--- src/rtl/modsubred_sched.sv ---
// Round-robin scheduler sharing one pipelined modsubred datapath among NREQ requesters, optional checker under MODSUBRED_SCHED_CHK_EN.
// Latency: accept at T -> issue at T+1 -> result written at T+1+LAT -> o_rsp_vld at T+2+LAT.
// Backpressure: per-requester credits (in-flight + FIFO occupancy) drop a requester's grant at DEPTH; the datapath never stalls.
module modsubred_sched #(
  parameter int NREQ  = 2,
  parameter int LAT   = 2,   // must match `COMMON_MODSUBRED_DELAY of the shared instance
  parameter int DEPTH = 4
) (
  input  logic                 clk,
  input  logic                 rst_n,
  input  logic [NREQ-1:0]      i_req_vld,
  output logic [NREQ-1:0]      o_req_rdy,
  input  logic [39*NREQ-1:0]   i_req_din_0,
  input  logic [39*NREQ-1:0]   i_req_din_1,
  output logic                 o_sub_vld,
  output logic [38:0]          o_sub_din_0,
  output logic [38:0]          o_sub_din_1,
  input  logic                 i_sub_vldout,
  input  logic [34:0]          i_sub_dout,
  output logic [NREQ-1:0]      o_rsp_vld,
  input  logic [NREQ-1:0]      i_rsp_rdy,
  output logic [35*NREQ-1:0]   o_rsp_dout,
  output logic                 o_err
);

  localparam int IW = (NREQ > 1) ? $clog2(NREQ) : 1;
  localparam int AW = $clog2(DEPTH);
  localparam int CW = AW + 1;

`ifdef MODSUBRED_SCHED_CHK_EN
  localparam bit CHK_EN = 1'b1;
`else
  localparam bit CHK_EN = 1'b0;
`endif

  logic [IW-1:0]  rr_ptr;
  logic [CW-1:0]  cnt [NREQ];
  logic [NREQ-1:0] elig, grant, pop, push, full;
  logic           acc;
  logic [IW-1:0]  gidx;

  logic           tag_vld [LAT+1];
  logic [IW-1:0]  tag_idx [LAT+1];

  logic [34:0]    mem [NREQ][DEPTH];
  logic [CW-1:0]  wp [NREQ];
  logic [CW-1:0]  rp [NREQ];

  // Eligibility and round-robin search starting just after the last winner
  always_comb begin
    elig  = '0;
    acc   = 1'b0;
    gidx  = '0;
    for (int k = 0; k < NREQ; k++) begin
      elig[k] = i_req_vld[k] && (cnt[k] < CW'(DEPTH));
    end
    for (int i = 1; i <= NREQ; i++) begin
      if (!acc && elig[(int'(rr_ptr) + i) % NREQ]) begin
        acc  = 1'b1;
        gidx = IW'((int'(rr_ptr) + i) % NREQ);
      end
    end
    grant = acc ? (NREQ'(1) << gidx) : '0;
  end

  assign o_req_rdy = grant;

  // Register the winning operands toward the datapath and advance the pointer on accept
  always_ff @(posedge clk or negedge rst_n) begin
    if (!rst_n) begin
      o_sub_vld   <= 1'b0;
      o_sub_din_0 <= '0;
      o_sub_din_1 <= '0;
      rr_ptr      <= IW'(NREQ - 1);
    end else begin
      o_sub_vld   <= acc;
      o_sub_din_0 <= acc ? i_req_din_0[gidx*39 +: 39] : '0;
      o_sub_din_1 <= acc ? i_req_din_1[gidx*39 +: 39] : '0;
      if (acc) rr_ptr <= gidx;
    end
  end

  // Owner tag follows each op through the datapath; the tail lines up with i_sub_vldout
  always_ff @(posedge clk or negedge rst_n) begin
    if (!rst_n) begin
      for (int i = 0; i <= LAT; i++) begin
        tag_vld[i] <= 1'b0;
        tag_idx[i] <= '0;
      end
    end else begin
      tag_vld[0] <= acc;
      tag_idx[0] <= gidx;
      for (int i = 1; i <= LAT; i++) begin
        tag_vld[i] <= tag_vld[i-1];
        tag_idx[i] <= tag_idx[i-1];
      end
    end
  end

  // FIFO status, result routing and the per-requester head outputs
  always_comb begin
    full       = '0;
    push       = '0;
    o_rsp_vld  = '0;
    o_rsp_dout = '0;
    for (int k = 0; k < NREQ; k++) begin
      full[k]      = (wp[k] - rp[k]) == CW'(DEPTH);
      push[k]      = i_sub_vldout && (tag_idx[LAT] == IW'(k)) && !(CHK_EN && full[k]);
      o_rsp_vld[k] = (wp[k] != rp[k]);
      if (o_rsp_vld[k]) o_rsp_dout[k*35 +: 35] = mem[k][rp[k][AW-1:0]];
    end
  end

  assign pop = o_rsp_vld & i_rsp_rdy;

  // Response storage, written at the pointer slot
  always_ff @(posedge clk) begin
    for (int k = 0; k < NREQ; k++) begin
      if (push[k]) mem[k][wp[k][AW-1:0]] <= i_sub_dout;
    end
  end

  // FIFO pointers and credit counters; accept and pop in one cycle cancel out
  always_ff @(posedge clk or negedge rst_n) begin
    if (!rst_n) begin
      for (int k = 0; k < NREQ; k++) begin
        wp[k]  <= '0;
        rp[k]  <= '0;
        cnt[k] <= '0;
      end
    end else begin
      for (int k = 0; k < NREQ; k++) begin
        if (push[k]) wp[k] <= wp[k] + CW'(1);
        if (pop[k])  rp[k] <= rp[k] + CW'(1);
        case ({grant[k], pop[k]})
          2'b10:   cnt[k] <= cnt[k] + CW'(1);
          2'b01:   cnt[k] <= cnt[k] - CW'(1);
          default: cnt[k] <= cnt[k];
        endcase
      end
    end
  end

`ifdef MODSUBRED_SCHED_CHK_EN
  logic err_q;
  // Sticky flag: result valid out of step with the tag pipe, or a write into a full FIFO
  always_ff @(posedge clk or negedge rst_n) begin
    if (!rst_n) err_q <= 1'b0;
    else        err_q <= err_q | (i_sub_vldout != tag_vld[LAT]) |
                         (i_sub_vldout && full[tag_idx[LAT]]);
  end
  assign o_err = err_q;
`else
  assign o_err = 1'b0;
`endif

endmodule

--- config.mk ---
export PLATFORM = sky130hd
export DESIGN_NAME = modsubred_sched
export DESIGN_NICKNAME = d
export VERILOG_FILES = /design/src/rtl/modsubred_sched.sv
export SDC_FILE = /design/constraint.sdc
export NUM_CORES = 1
export LEC_CHECK = 0
export CAP_MARGIN = 20
export CORE_MARGIN = 5
export CORE_UTILIZATION = 54
export DETAILED_ROUTE_END_ITERATION = 10
export GPL_TIMING_DRIVEN = 0
export PLACE_DENSITY = 0.94
export SLEW_MARGIN = 20
export SYNTH_ARGS = -nofsm -noshare
export SYNTH_HDL_FRONTEND = slang
export SYNTH_SLANG_ARGS = --single-unit
export TNS_END_PERCENT = 50
--- constraint.sdc ---
create_clock -name clk -period 3.85 [get_ports clk]
set_clock_uncertainty 0.15 [all_clocks]
set_input_delay 1.155 -clock clk [delete_from_list [all_inputs] [get_ports clk]]
set_output_delay 1.155 -clock clk [all_outputs]
set_load 0.02 [all_outputs]
**Word-level counts from Yosys, hierarchy flattened**

Memories as Yosys holds them, arrays and structs flattened.
Index checks and enable logic that the tools add are counted.

- $add $sub $neg: 10
- Multiply operators: 1
- Magnitude comparators: 10
- Eq/ne operators: 6
- Shifts and indexed selects: 3
- Multiplexer cells: 34
- Bitwise gates (word level): 8
- Reduce and logical (&&, ||, !) cells: 11

Operator list:

| cell | number |
|---|---|
| two-way mux 140 bit | 4 |
| two-way mux 35 bit | 8 |
| variable part select 78 x 8 -> 39 bit | 2 |
| binary-select mux 35 bit (select 2 bit) | 2 |
| demux 35 bit (select 2 bit) | 2 |
| OR reduction 140 bit | 1 |
| two-way mux 39 bit | 2 |
| adder 3 x 1 -> 3 bit (second input constant) | 6 |
| two-way mux 1 bit | 13 |
| >= comparator 3 bit (second input constant) | 4 |
| inverter 2 -> 3 bit | 4 |
| case mux 3 bit (2 select lines) | 2 |
| logical AND 1 bit | 7 |
| multiplier 1 x 6 -> 7 bit (second input constant) | 1 |
| less-than comparator 2 x 3 -> 1 bit (second input constant) | 2 |
| less-than comparator 3 x 1 -> 1 bit (second input constant) | 2 |
| less-than comparator 3 bit (second input constant) | 2 |
| != test 3 bit | 2 |
| subtractor 3 x 1 -> 3 bit (second input constant) | 2 |
| equality test 2 x 1 -> 1 bit (second input constant) | 2 |
| equality test 2 bit (second input constant) | 2 |
| nonzero test 2 bit | 2 |
| adder 1 bit (second input constant) | 2 |
| AND 1 bit (first input constant) | 2 |
| 5 further kinds | 5 |

- Flip-flop bits (word level): 101
- Memory bits (writable): 280
- Input bits: 198
- Output and inout port bits: 154
- Word-level logic and storage cells: 97
- Memories kept: 1

Memory list:

| name | words | width | read ports | clocked after Yosys merged registers in | write ports | line | RTL |
|---|---|---|---|---|---|---|---|
| mem | 2 | 140 | 2 | 0 | 1 | 45 | `logic [34:0] mem [NREQ][DEPTH];` |

**Depth between registers and ports, before layout**

Gate-level depths: netlist of run 1.

- Depth after elaboration: 13
- Gate-level depth with buffers: 10
- Depth with buffers taken out: 8

**Worst setup path after synthesis of run 1**

OpenSTA, ideal clock, no wires.

- Kind: input to output
- Start point: input port i_req_vld[0]
- End point: output port o_req_rdy[0]
- Arrival: 1.862 ns
- Required time: 2.545 ns
- Setup slack: 0.683 ns
- Stages on the path: 4
- Path buffers: 2
- Cell sequence: nor2b_1 > o21a_1 > buf_2 > buf_2

- Word-level cells in the longest chain between the ends: 10
- Elaborated cells between the ends (all ways): 15

Ends and longest elaborated chain:

| element | line | RTL |
|---|---|---|
| from (decl) | 11 | `input logic [NREQ-1:0] i_req_vld,` |
| logical AND 1 bit (*) | 55 | `elig[k] = i_req_vld[k] && (cnt[k] < CW'(DEPTH));` |
| two-way mux 1 bit (not written as such) (3 in series) | 58 | `if (!acc && elig[(int'(rr_ptr) + i) % NREQ]) begin` |
| two-way mux 1 bit | 58 |  |
| logical NOT 1 bit | 58 |  |
| logical AND 1 bit | 58 |  |
| two-way mux 1 bit | 58 |  |
| left shift 1 x 1 -> 2 bit | 63 | `grant = acc ? (NREQ'(1) << gidx) : '0;` |
| two-way mux 2 bit (*) | 63 |  |
| to (decl) | 12 | `output logic [NREQ-1:0] o_req_rdy,` |

Every way passes the cells marked *; elsewhere a longest branch is shown, timed or not. The select of a mux whose other input is x is not followed.

**Worst setup path in the final report of run 1**

- Start point: register rp[3] in the netlist's numbering
- End point: output port o_rsp_dout[0]

- Word-level cells in the longest chain between the ends: 5
- Elaborated cells between the ends (all ways): 6

Ends and longest elaborated chain:

| element | line | RTL |
|---|---|---|
| from (decl) | 47 | `logic [CW-1:0] rp [NREQ];` |
| from (signal, indexed assignment) | 134 | `if (pop[k]) rp[k] <= rp[k] + CW'(1);` |
| inverter 2 -> 3 bit (not written as such) | 110 | `if (o_rsp_vld[k]) o_rsp_dout[k*35 +: 35] = mem[k][rp[k][AW-1:0]];` |
| binary-select mux 35 bit (select 2 bit) | 110 |  |
| two-way mux 35 bit (not written as such) (2 in series) | 110 |  |
| two-way mux 35 bit (*) | 110 |  |
| to (decl) | 22 | `output logic [35*NREQ-1:0] o_rsp_dout,` |

Marked as above.

==> key figures, run 1 <==
Synth
  – Synth Instances: 728
  – Synth Register Bits: 381
  – Register area share after synthesis: 74.3%
  – Synthesis Warnings: 0
  – Dominant synthesized flop cell: edfxtp_1
  – Unique masters post-synth: 39
  – Post-synthesis async set-or-reset flop share: 26.5%
  – Synth Cell Area: 14,700 sq um
  – Area contributors post-synth: edfxtp_1, dfrtp_1, mux4_2
  – Synthesized area per cell: 20.2 sq um
  – Area leader, netlist: edfxtp_1
  – Share of the synthesized area in the top cell type: 57.1%
  – Mapped Nets: 940
  – Number of synthesized flops with an enable pin: 280

Cells and area
  – Fraction of layout cells with a size suffix above 1: 17.2%
  – Register Area: 10,900 sq um
  – Synth-to-layout area growth: 36.9%
  – Layout Nets: 1,344
  – Fillcell total: 1,539
  – Post-layout util: 75.0%
  – Antenna cells: 0
  – Area used by multi-input combinational logic: 3520 sq um
  – Layout Cells excl Fill: 1,504

Global routing
  – GRT Util Overall: 25.9%
  – Initial antenna violation count: 0
  – Largest net degree at the start of global routing: 73
  – Total grt overflow: 0
  – Vias in the first global route: 9,301
  – First-pass GRT wire length: 58,600 um

Power
  – Internal power: 0.0103 W
  – Clock share of power: 22.1%
  – Sw Pwr: 0.00557 W
  – Sequential Power Share: 34.6%
  – Leakage power: 7.57 nW
  – Design Power: 0.0159 W
  – Pwr Density: 788 nW/um^2
  – Gate power share: 43.3%
  – Sw Share: 35.1%
  – VDD IR max: 347 uV

Floorplanning
  – Die width: 175 um
  – Core box area: 26,900 sq um
  – Die ar.: 30,700 sq um
  – Starting Density: 54.8%
  – Die Ht: 175 um
  – IO Count: 352
  – Row cnt: 60

STA
  – Fin crit period: 3.77 ns
  – Hold WS: 0.213 ns
  – RSZ-0062 raised after global routing: no
  – Period utilization: 98.0%
  – Final max-slew violation count: 0
  – Slew HR: 54.4%
  – Max Fclk: 265 MHz
  – Worst slew pin tran: 0.684 ns
  – TNS Setup: 0 ns
  – Final setup viols: 0
  – Final hold vios: 0

Worst hold path
  – Hold endpoint: tag_idx[1]
  – Worst Hold Depth: 0
  – Hold_sp: tag_idx[2]
  – Worst Hold Class: reg2reg

Setup path
  – Worst reg2reg startpoint: rp[0]
  – Critical Path Sink Type: primary output
  – Crit-path max FO: 10
  – Worst r2r dst: cnt[2]
  – Critical Setup Path Class: reg2out
  – Crit path from: rp[3]
  – R2R setup slack: 1.04 ns
  – WP data required: 2.54 ns
  – Register-to-Register Path Depth: 10
  – Worst Setup Start Kind: flip-flop
  – Worst path arrival time: 2.47 ns

CTS
  – Clk sink count: 381
  – Clock buffer depth: 3
  – Hold-fix buffers, CTS: 0
  – Total CTS buffers: 39
  – H-tree Lvls: 2
  – Worst-path clk slew: 0.06 ns
  – Skew-Pair Late Insertion Delay: 0.54 ns
  – Root Driver: clkbuf_16
  – CTS tree: built

Routing
  – Total number of vias: 8,537
  – DR vias/cell: 5.68
  – DRC errors left: 0
  – Wire per inst: 26.5 um
  – Initial DRC Count: 644
  – DRT Wirelength: 39,800 um
  – Detailed Routing Iterations Pass 1: 4
  – DRT antenna net count: 0

Place
  – I/O Buffers: 350
  – Dpl cells: 1,428
  – Post-DP HPWL: 28,500 um
  – GP Congestion: 0.888

Status
  – Status: finished, final reports clean

Job
  – Max Cap Viol: 0
==> sequential cells by signal, indices dropped and copies added (netlist names) <==
signal / cells
mem: 280
o_sub_din_0: 39
o_sub_din_1: 39
cnt: 6
rp: 6
wp: 6
tag_idx: 3
o_sub_vld: 1
rr_ptr: 1
==> per-stage QoR <==
step / setup slack (ns) / instance area, sq um
floorplan: 0.683 / 14700
global placement: -2.28 / 18700
detailed placement: -0.595 / 18900
CTS: -0.00954 / 20100
global route: 0.00355 / 20200
finish: 0.0789 / 20200
==> cell type report <==
cell class	count	share of cell area [%]
sequential	381	54.3
timing repair buffer	364	18.5
multi-input combinational	297	17.5
clock buffer	51	5.12
tap	341	2.12
buffer	39	1.50
clock inverter	21	0.813
inverter	10	0.186
==> cells in the mapped netlist, types with 2 or more instances <==
cell      number
edfxtp_1     280
dfrtp_1      100
a22o_1        78
mux4_2        66
nor2b_1       60
buf_2         26
ha_1          12
and2b_1       10
inv_1         10
xnor2_1       10
buf_6          8
xor2_1         6
and2_1         4
and3_1         4
buf_4          4
mux4_1         4
nand2_1        4
o21ai_0        4
mux2_2         3
nand2b_1       3
a21o_1         2
clkbuf_1       2
fa_1           2
nor2_1         2
nor2b_4        2
nor3_4         2
nor3b_1        2
nor4_1         2
o21bai_1       2
o311ai_2       2
o31ai_1        2
xor2_2         2
xor2_4         2
==> worst max-delay path by stage <==
| stage | endpoint | slack, ns | cells after the start |
|---|---|---|---|
| global route | o_rsp_dout[0] | 0.004 | 6 |
| finish | o_rsp_dout[0] | 0.08 | 6 |
| CTS | o_rsp_dout[25] | -0.01 | 5 |
| floorplan | o_req_rdy[0] | 0.68 | 4 |
| global placement | o_sub_din_0[3] | -2.28 | 1 |
| detailed placement | o_req_rdy[0] | -0.59 | 6 |
==> critical path: stages, from the launching register on <==
cell             delay (ns)
dfrtp_1                0.40
buf_8                  0.18
xor2_4                 0.21
nor3_4                 0.25
buf_12                 0.16
and2b_1                0.19
clkdlybuf4s50_1        0.54
==> power groups by stage <==
stage / Combinational, W / Sequential (W) / Clock [W]
2_1_floorplan: 0.00362 / 0.00582 / 0
3_3_place_gp: 0.00686 / 0.00552 / 0
3_5_place_dp: 0.00713 / 0.00555 / 0
4_1_cts: 0.00697 / 0.00550 / 0.00358
5_1_grt: 0.00725 / 0.00555 / 0.00377
6_report: 0.00687 / 0.00549 / 0.00351
==> layer usage <==
layer  GRT usage (%)  vias to the layer above  wire length, um
li1                -                     3694                -
met1            28.8                     4325            13200
met2            48.7                      435            22000
met3            4.98                       83             2700
met4            10.6                        0             1900
met5               0                        -                0
==> placed cells by master (no fill, tap or decap), types with 3 or more instances in the layout <==
| cell | n |
|---|---|
| clkinv_2 | 8 |
| mux2_2 | 3 |
| and2_2 | 4 |
| dlymetal6s2s_1 | 6 |
| xor2_1 | 5 |
| buf_16 | 4 |
| clkbuf_1 | 13 |
| a22o_1 | 78 |
| dfrtp_1 | 99 |
| buf_4 | 14 |
| o21ai_0 | 4 |
| nand2b_1 | 3 |
| buf_8 | 6 |
| buf_12 | 8 |
| buf_2 | 16 |
| and3_2 | 4 |
| clkinv_1 | 7 |
| inv_1 | 10 |
| nand2_1 | 4 |
| xnor2_1 | 10 |
| mux4_1 | 4 |
| edfxtp_1 | 280 |
| dlygate4sd2_1 | 60 |
| buf_6 | 4 |
| ha_1 | 12 |
| and2b_1 | 10 |
| clkbuf_16 | 39 |
| nor2b_1 | 59 |
| clkdlybuf4s50_1 | 282 |
| xor2_4 | 3 |
| mux4_2 | 66 |
==> logic make-up (layout without fill, tap and decap cells) <==
logic type      after synthesis  count (layout)  synth area share [%]
xor+xnor                     20              20                  1.55
mux                          73              73                  11.0
simple gates                 96              96                  4.37
flops                       381             381                  74.3
fa+ha+maj                    14              14                  1.29
other cells                   1               1                0.0255
buf+inv                      50             485                  2.01
compound gates               93              93                  5.45
==> repair_timing <==
action,CTS,global route
setup buffers,5,0
gates resized for setup,82,7
setup endpoints to repair,74,7
pin swaps,2,0
Power figures use the tool's default switching activity.
==> run 2: changes to the inputs <==
==> constraint.sdc (replaced) <==
create_clock -name clk -period 3.85 [get_ports clk]
set_clock_uncertainty 0.15 [all_clocks]
set_input_delay 1.155 -clock clk [delete_from_list [all_inputs] [get_ports clk]]
set_output_delay 1.155 -clock clk [all_outputs]
set_load 0.05 [all_outputs]
==> run 2 against run 1 <==
Clock power hardly changed. Sequential cell count stayed put. Sequential share of layout area is 0.31 points higher. Setup slack worse by 0.052 ns. Count of clock-buffer cells in the layout stayed put. Routed wire length is 0.72% higher. Fmax is 1.4% lower. Non-clock buffer count stayed put. Hold slack worse by 0.00070 ns. Die area stayed put. Power is 13% higher. Critical endpoint is now o_req_rdy[1]. Largest power group unchanged.
==> key figures, run 2 (synthesized netlist as in run 1, its figures left out) <==
Setup path
  – Largest stage delay on the critical path: 0.60 ns (+0.06 ns)
  – Worst path slowest cell: dlygate4sd2_1
  – Critical Path Sink Type: primary output
  – Register-to-Register Path Depth: 9 (-1)
  – WP data required: 2.54 ns (about the same)
  – CP bufs+invs: 2 (-1)
  – Top cell family by delay on the critical path: buffers and inverters
  – Crit-path max FO: 3 (-7)
  – Worst Setup Start Kind: input pin
  – Worst path arrival time: 2.52 ns (+0.05 ns)
  – Ordered cell list for the critical path: clkdlybuf4s50_1, nor2b_4, a21oi_1, dlygate4sd2_1
  – Crit path depth: 4 (-2)
  – Critical Setup Path Class: in2out

CTS
  – Total CTS buffers: 39 (unchanged)
  – H-tree Lvls: 2 (unchanged)
  – Worst-path clk slew: 0.06 ns (about the same)
  – CTS tree: built
  – Skew-Pair Late Insertion Delay: 0.54 ns (about the same)
  – Clk sink count: 381 (unchanged)
  – Hold-fix buffers, CTS: 0 (unchanged)
  – Clock buffer depth: 3 (unchanged)
  – Root Driver: clkbuf_16

Power
  – Leakage power: 7.46 nW (-1.4%)
  – Pwr Density: 893 nW/um^2 (+13%)
  – VDD IR max: 348 uV (+0.28%)
  – Design Power: 0.0179 W (+13%)

Global routing
  – Initial antenna violation count: 0 (unchanged)
  – Total grt overflow: 0 (unchanged)
  – Vias in the first global route: 9,346 (+0.48%)
  – Largest net degree at the start of global routing: 73 (unchanged)
  – First-pass GRT wire length: 59,100 um (+0.80%)
  – GRT Util Overall: 26.1% (+0.22 points)

Routing
  – Total number of vias: 8,505 (-0.37%)
  – DRC errors left: 0 (unchanged)
  – DR vias/cell: 5.65 (-0.37%)
  – Detailed Routing Iterations Pass 1: 5 (+1)
  – DRT Wirelength: 40,100 um (+0.72%)
  – Wire per inst: 26.7 um (+0.72%)
  – Initial DRC Count: 673 (+4.5%)
  – DRT antenna net count: 0 (unchanged)

STA
  – RSZ-0062 raised after global routing: yes
  – Fin crit period: 3.82 ns (+0.0517 ns)
  – Max Fclk: 262 MHz (-1.4%)
  – TNS Setup: 0 ns (unchanged)
  – Period utilization: 99.3% (+1.3 points)
  – Final max-slew violation count: 0 (unchanged)
  – Final setup viols: 0 (unchanged)
  – Slew HR: 54.2% (-0.24 points)
  – Worst slew pin tran: 0.688 ns (+0.00365 ns)
  – Hold WS: 0.212 ns (-0.000696 ns)
  – Final hold vios: 0 (unchanged)

Cells and area
  – Fillcell total: 1,541 (+0.13%)
  – Antenna cells: 0 (unchanged)
  – Synth-to-layout area growth: 36.1%
  – Max reg flops: 280 (unchanged)
  – Commonest non-fill, non-tap cell in the layout: edfxtp_1
  – Fraction of layout cells with a size suffix above 1: 21.7% (+4.5 points)
  – Layout Nets: 1,344 (unchanged)
  – Post-route cell area: 20,000 sq um (-0.58%)
  – Commonest cells after routing, fill and taps aside: edfxtp_1, clkdlybuf4s50_1, dfrtp_1

Floorplanning
  – Die ar.: 30,700 sq um (unchanged)
  – Core box area: 26,900 sq um (unchanged)
  – IO Count: 352 (unchanged)
  – Row cnt: 60 (unchanged)
  – Die width: 175 um (unchanged)
  – Die Ht: 175 um (unchanged)
  – Starting Density: 54.8% (unchanged)

Job
  – Max Cap Viol: 0 (unchanged)

Place
  – Post-DP HPWL: 28,500 um (unchanged)
  – I/O Buffers: 350 (unchanged)
  – Area after DPL: 18,900 sq um (unchanged)
  – GP Congestion: 0.888 (unchanged)

Worst hold path
  – Worst Hold Depth: 0 (unchanged)
  – Worst Hold Class: reg2reg

Status
  – Status: finished, final reports clean
-- run 2: path summary, 6_finish.rpt --
| path | startpoint | to | slack (ns) |
|---|---|---|---|
| worst max-delay path | i_req_vld[0] | o_req_rdy[1] | 0.03 |
| worst min-delay path | tag_idx[2] | tag_idx[1] | 0.21 |
| worst max register to register | rp[0] | cnt[2] | 1.18 |
| worst min register to register | tag_idx[2] | tag_idx[1] | 0.21 |
| max in group asynchronous | rst_n | o_sub_din_1[19] | 2.54 |
| min in group asynchronous | rst_n | o_sub_din_1[22] | 0.35 |
-- run 2: final cells by class --
cell class | count | area [sq um] | area share (%)
Sequential cell | 381 | 10900 | 54.6
Timing Repair Buffer | 363 | 3650 | 18.2
Multi-Input combinational cell | 297 | 3510 | 17.5
Clock buffer | 51 | 1030 | 5.15
Tap cell | 341 | 427 | 2.13
Buffer | 40 | 279 | 1.39
Clock inverter | 21 | 164 | 0.818
Inverter | 10 | 37.5 | 0.187
-- run 2: power breakdown --
part	total [W]	internal, W	switching [W]
Combinational	0.00889	0.00303	0.00586
Sequential	0.00548	0.00518	0.000295
Clock	0.00353	0.00198	0.00155
-- run 2: timing repair --
item,in CTS,in global routing
endpoints found under the setup margin,74,45
buffers inserted,4,0
pin swaps,2,0
resized for setup,142,56
-- run 2: per-stage QoR --
step	setup slack, ns	std cells	utilization [%]
after floorplan	0.451	728	-
after global placement	-2.28	1419	69.4
after detailed placement	-0.794	1428	70.2
after CTS	-0.0372	1504	74.9
after global routing	-0.0606	1504	74.6
final	0.0272	1504	74.6
-- run 2: routing by layer --
metal	GRT usage [%]	wire (um)	part of all wire (%)	up-vias
li1	-	-	-	3695
met1	28.8	13000	32	4279
met2	49.2	22300	56	450
met3	4.93	2860	7.1	81
met4	11.0	1890	4.7	0
met5	0	0	0	-
